File: src/rtl/lif_spike_monitor.sv
// lif_spike_monitor
//   Windowed activity monitor for one LIF neuron. Over each window of
//   2^WINDOW_LOG2 enabled cycles it counts spike events (rising edges of
//   spike_in), tracks the peak membrane state, and keeps the most recent
//   inter-spike interval. At window close it hands a result record out over
//   a valid/ready interface; a record that cannot be accepted is dropped
//   and flagged.
//
// Ports
//   clk        in   clock, all state on rising edge
//   rst        in   synchronous active-high reset
//   en         in   measurement enable (low freezes all accumulation)
//   spike_in   in   spike flag from the neuron
//   state_in   in   [7:0] membrane state, unsigned
//   out_ready  in   consumer ready
//   out_valid  out  result record valid
//   rate_out   out  [7:0] spike count of completed window (saturating)
//   isi_out    out  [7:0] last inter-spike interval in cycles (saturating)
//   peak_out   out  [7:0] peak state_in of completed window
//   overflow   out  sticky: a window record was dropped
module lif_spike_monitor #(
  parameter int unsigned WINDOW_LOG2 = 8
) (
  input  logic       clk,
  input  logic       rst,
  input  logic       en,
  input  logic       spike_in,
  input  logic [7:0] state_in,
  input  logic       out_ready,
  output logic       out_valid,
  output logic [7:0] rate_out,
  output logic [7:0] isi_out,
  output logic [7:0] peak_out,
  output logic       overflow
);

  typedef enum logic {
    NO_REF,
    TIMING
  } isi_state_t;

  isi_state_t state, state_next;

  logic                   prev_spike;
  logic [WINDOW_LOG2-1:0] win_cnt;
  logic [7:0]             spike_cnt;
  logic [7:0]             peak;
  logic [7:0]             interval;
  logic [7:0]             last_isi;

  logic [7:0] interval_next;
  logic [7:0] last_isi_next;
  logic [7:0] snap_rate;
  logic [7:0] snap_peak;
  logic       spike_ev;
  logic       close;
  logic       load;
  logic       drop;

  // Edge detect is qualified by en so a paused monitor sees no events,
  // while prev_spike keeps tracking the input every cycle.
  assign spike_ev = en & spike_in & ~prev_spike;
  assign close    = en & (win_cnt == '1);
  assign load     = close & (~out_valid | out_ready);
  assign drop     = close & out_valid & ~out_ready;

  // The snapshot folds in the closing cycle's own spike and sample.
  assign snap_rate = (spike_ev && spike_cnt != 8'hFF) ? spike_cnt + 8'd1 : spike_cnt;
  assign snap_peak = (state_in > peak) ? state_in : peak;

  // ISI FSM: state register
  always_ff @(posedge clk) begin
    if (rst) begin
      state <= NO_REF;
    end else begin
      state <= state_next;
    end
  end

  // ISI FSM: next state
  always_comb begin
    state_next = state;
    case (state)
      NO_REF:  if (spike_ev) state_next = TIMING;
      TIMING:  state_next = TIMING;
      default: state_next = NO_REF;
    endcase
  end

  // ISI FSM: interval / last-ISI updates
  always_comb begin
    interval_next = interval;
    last_isi_next = last_isi;
    case (state)
      NO_REF: begin
        if (spike_ev) interval_next = '0;
      end
      TIMING: begin
        if (spike_ev) begin
          last_isi_next = (interval == 8'hFF) ? 8'hFF : interval + 8'd1;
          interval_next = '0;
        end else if (en && interval != 8'hFF) begin
          interval_next = interval + 8'd1;
        end
      end
      default: begin
        interval_next = '0;
      end
    endcase
  end

  // Window accumulation and output record
  always_ff @(posedge clk) begin
    if (rst) begin
      prev_spike <= 1'b0;
      win_cnt    <= '0;
      spike_cnt  <= '0;
      peak       <= '0;
      interval   <= '0;
      last_isi   <= '0;
      out_valid  <= 1'b0;
      rate_out   <= '0;
      isi_out    <= '0;
      peak_out   <= '0;
      overflow   <= 1'b0;
    end else begin
      prev_spike <= spike_in;
      interval   <= interval_next;
      last_isi   <= last_isi_next;

      if (en) begin
        win_cnt <= win_cnt + WINDOW_LOG2'(1);
        if (close) begin
          spike_cnt <= '0;
          peak      <= '0;
        end else begin
          spike_cnt <= snap_rate;
          peak      <= snap_peak;
        end
      end

      // A load in the same cycle as an accept keeps out_valid asserted.
      if (load) begin
        out_valid <= 1'b1;
        rate_out  <= snap_rate;
        isi_out   <= last_isi_next;
        peak_out  <= snap_peak;
      end else if (out_valid && out_ready) begin
        out_valid <= 1'b0;
      end

      if (drop) overflow <= 1'b1;
    end
  end

endmodule
File: config.mk
export PLATFORM = sky130hd
export DESIGN_NAME = lif_spike_monitor
export DESIGN_NICKNAME = d
export VERILOG_FILES = /design/src/rtl/lif_spike_monitor.sv
export SDC_FILE = /design/constraint.sdc
export NUM_CORES = 1
export LEC_CHECK = 0
export CORE_MARGIN = 2
export CORE_UTILIZATION = 45
export CTS_BUF_LIST = sky130_fd_sc_hd__clkbuf_16
export CTS_CLUSTER_SIZE = 40
export DETAILED_ROUTE_END_ITERATION = 7
export PLACE_DENSITY = 0.78
export SYNTH_ARGS = -nofsm -noshare
export SYNTH_HDL_FRONTEND = slang
export SYNTH_SLANG_ARGS = --single-unit
File: constraint.sdc
create_clock -name clk -period 3.9 [get_ports clk]
set_input_delay 0.39 -clock clk [delete_from_list [all_inputs] [get_ports clk]]
set_output_delay 0.39 -clock clk [all_outputs]
set_load 0.02 [all_outputs]
Word-level counts from Yosys, hierarchy flattened
Cells that the tools add are included.

operators by class
  bitwise operators = 11
  multiplexer cells = 15
  order comparisons = 1
  add/subtract/negate cells = 3
  eq/ne operators = 6
  reduce and logical (&&, ||, !) cells = 5

operators with widths
  cell                   number
  $mux W8                10
  $add A8 B1 Y8 const B  3
  $eq A8 B8 Y1 const B   2
  $ne A8 B8 Y1 const B   2
  $pmux W8 S2            1
  $gt A8 B8 Y1           1
  $and A1 B1 Y1          6
  $not A1 Y1             4
  $logic_and A1 B1 Y1    3
  $mux W1                3
  $ne A3 B1 Y1 const B   1
  $ne A2 B2 Y1 const B   1
  $pmux W1 S2            1
  $reduce_and A2 Y1      1
  $reduce_bool A2 Y1     1
  $or A1 B1 Y1           1

storage, ports and cells
  word-level logic and storage cells = 53
  flip-flop bits (word level) = 68

Logic depth before layout (Yosys ltp)
  depth in word-level cells = 5
  mapped depth = 9
  depth with buffers taken out = 8

Least setup slack after synthesis
No wires, ideal clock.

  path type = input port to flip-flop
  start point = input state_in[7]
  end point = register peak[0]
  slack = 1.939 ns
  arrival = 1.901 ns
  data required time = 3.840 ns
  stages on the path = 6
  path buffers = 0
  cell sequence = ha_1 nand4_1 or2_1 a31o_4 a311oi_4 a22o_1

on the way
  cells in the longest elaborated chain, start to end = 3

ends and longest elaborated chain
  element               line  source
  start, declared       28    input logic [7:0] state_in,
  $gt A8 B8 Y1          69    assign snap_peak = (state_in > peak) ? state_in : peak;
  $mux W8               69
  $mux W8               133   if (close) begin
  end signal, assigned  138   peak <= snap_peak;
  end, declared         47    logic [7:0] peak;

No other way between the ends.
A chain may end at the register's enable or synchronous reset.

Worst setup path in the final report
  start point = input state_in[1]
  end point = register peak[2]

The elaborated chain is that of the path after synthesis.

==> flow_metrics.tcl <==
set metrics [dict create \
    grt_pass1_vias 2467 \
    antenna_found_initial 0 \
    critPathArrivalTime_ps 2760 \
    hpwl_mm 4.20 \
    cp_slowest_cell "o21ai_0" \
    whs_path_depth 2 \
    clk_pin_slew_ps 50 \
    clk_latency_ps 330 \
    cts_tree "done" \
    leakagePower_nw 1.34 \
    worst_slack_ps 1350 \
    cts_buffers 9 \
    hold_path.class "register to register" \
    layout_commonest_cell "dfxtp_1" \
    synth-seq-cells 68 \
    dp_slack_ps 1020 \
    chipWidth_um 86.7 \
    wl_mm 6.17 \
    seq_area_frac_synth_pct 44.2 \
    r2r-end "peak[2]$_SDFFE_PP0P_" \
    syn_to_final_growth_pct 23.0 \
    post_layout_nonfiller_instances 461 \
    path_class "input pin to register" \
    start_kind "input pin" \
    worst_slew_pin_slew_ps 969 \
    syn_nets 366 \
    rrSetupSlack_ps 1520 \
    fin_area_um2 3780 \
    crit_fanout 8 \
    dr.pass1.iters 4 \
    cp.required_ps 4120 \
    grt-ovfl-total 0 \
    ys_warn_count 0 \
    die_area_um2 7510 \
    cellPowerDensity_nw_per_um2 441 \
    critPathMaxStageDelay_ps 540 \
    grt_pass1_wl_mm 10.6 \
    cts_setup_buffers 0 \
    yosysUniqueCellTypes 46 \
    hold_violations 0 \
    nets 401 \
    mostFrequentLayoutCells "dfxtp_1, nor2_1, clkdlybuf4s50_1" \
    cts_resized 0 \
    drive_gt1_share_pct 7.61 \
    critPathCaptureType "register" \
    netlist_instances 342 \
    first_iter_violations 134 \
    wire_per_inst_um 13.4 \
    fin_crit_ps 2550 \
    clockRootBuffer "clkbuf_16" \
    critPathBufInv 2 \
    antennaDiodeCount 0 \
    rsz0062_at_grt "no" \
    holdBufCountCts 0 \
    register_area_um2 1360 \
    placed_area_um2 3480 \
    finClkSkew_ps 7.80 \
    synth_area_per_cell_um2 9.00 \
    synthFlopType "dfxtp_1" \
    maxCapViolations 0 \
    holdCritStartpoint "rate_out[2]$_SDFFE_PP0P_" \
    status "finished clean" \
    slew_viol_final 0 \
    finalCritPeriodShare_pct 65.3 \
    io_buffers 38 \
    vias 2502 \
    clock_path_buffers 2 \
    num-fill-cells 610 \
    synth-async-reset-ratio_pct 0 \
    vias_per_cell 5.43 \
    cts.htree.levels 3 \
    syn_area_um2 3080 \
    grtUsageTotal_pct 17.7 \
    max_freq_mhz 393 \
    gp_congestion 0.841 \
    setup_violations 0 \
    r2r-start "peak[1]$_SDFFE_PP0P_" \
    final_core_utilization_pct 56.3 \
    vdd_drop_max_uv 218 \
    dpl.cell_count 446 \
    setup_tns_ps 0 \
    p_total_mw 1.67 \
    multi_input_area_um2 1590 \
    initial_utilization_pct 45.8 \
    relSlewSlack_pct 35.4 \
    reg2regPathDepth 9 \
    fp-row-count 30 \
    path_cells "clkdlybuf4s50_1 -> ha_1 -> nor2b_1 -> o211ai_1 -> a21oi_1 -> o21ai_0 -> buf_4 -> nor3_2 -> a22o_1" \
    cp_top_family "compound AO/OA/AOI/OAI gates" \
    core_area_um2 6720 \
    synth_edf_count 0 \
    drtAntennaViolNets 0 \
    clock_sinks 68 \
    hold_path_end "rate_out[2]$_SDFFE_PP0P_" \
    io_pins 39 \
    fp.dieH_um 86.7 \
    whs_ps 455 \
    drc 0 \
    grt_max_degree 52 \
]
-- layout make-up --
type                            count  share of cell area, %
Sequential cell                    68                   36.0
Clock inverter                      6                   2.15
Tap cell                           80                   2.65
Timing Repair Buffer               40                   10.3
Inverter                            9                  0.893
Multi-Input combinational cell    249                   42.1
Clock buffer                        9                   5.95
-- routing by layer --
layer	wire [um]	GRT usage, %
met1	2940	21.8
met2	2890	29.5
met3	226	4.10
met4	112	7.95
met5	0	0
-- worst max-delay path by stage --
stage	startpoint	to	slack [ps]	depth (start not counted)
global placement	state_in[1]	peak[1]$_SDFFE_PP0P_	1100	9
detailed placement	state_in[1]	peak[7]$_SDFFE_PP0P_	1020	9
floorplan	state_in[7]	peak[0]$_SDFFE_PP0P_	1940	6
global route	state_in[6]	peak[7]$_SDFFE_PP0P_	1150	8
CTS	state_in[1]	peak_out[0]$_SDFFE_PP0P_	1350	9
finish	state_in[1]	peak[2]$_SDFFE_PP0P_	1350	9
-- cell usage after synthesis, types with 2 or more instances --
library cell   n  area, um^2
or2_1          3        18.8
o22ai_1        3        18.8
nor2b_1        3        18.8
dfxtp_1       68        1360
o211ai_1       2        15.0
inv_1          9        33.8
a31oi_1        4        25.0
a311oi_4       2        52.6
xnor2_1        8        70.1
a21oi_1       24         120
or3_1          3        18.8
nand2_1       24        90.1
clkbuf_1       9        33.8
and3_1         3        18.8
nor2_1        61         229
buf_6          2        22.5
buf_2          3        15.0
mux2i_1       11         110
nand3_1        8        40.0
nor3_1         3        15.0
nand4_1        7        43.8
a22o_1         8        70.1
nand3b_1       2        15.0
a211oi_1      23         173
or2_2          2        12.5
xor2_1         9        78.8
o21ai_0        9        45.0
ha_1          11         138
-- sequential cells by signal (all words and copies together) (netlist names), 8 cells and up --
register and cells:
interval 8, isi_out 8, last_isi 8, peak 8
peak_out 8, rate_out 8, spike_cnt 8, win_cnt 8
-- power by group --
group          leakage, nW  total, mW  switching [mW]  internal (mW)
clock network        0.152      0.832           0.282          0.551
logic                0.637      0.116          0.0630         0.0533
registers            0.550      0.719          0.0106          0.709
-- kinds of logic (layout without fill, tap and decap cells) --
| group | count (synthesis) | count (layout) | share of synthesized area [%] |
|---|---|---|---|
| AND/OR/NAND/NOR | 132 | 132 | 20.9 |
| AO/OA/AOI/OAI | 78 | 78 | 17.9 |
| flip-flops | 68 | 68 | 44.2 |
| buffers and inverters | 25 | 64 | 4.03 |
| XOR/XNOR | 17 | 17 | 4.84 |
| adder cells (fa/ha/maj) | 11 | 11 | 4.47 |
| multiplexers | 11 | 11 | 3.58 |
-- worst register-to-register path: cells and delay by family, from the launching register on --
| kind | cells | cell delay, ps |
|---|---|---|
| compound gates | 4 | 1070 |
| buf+inv | 2 | 340 |
| fa+ha+maj | 1 | 280 |
| simple gates | 2 | 240 |
| flops | 1 | 350 |
Power figures use the tool's default switching activity.
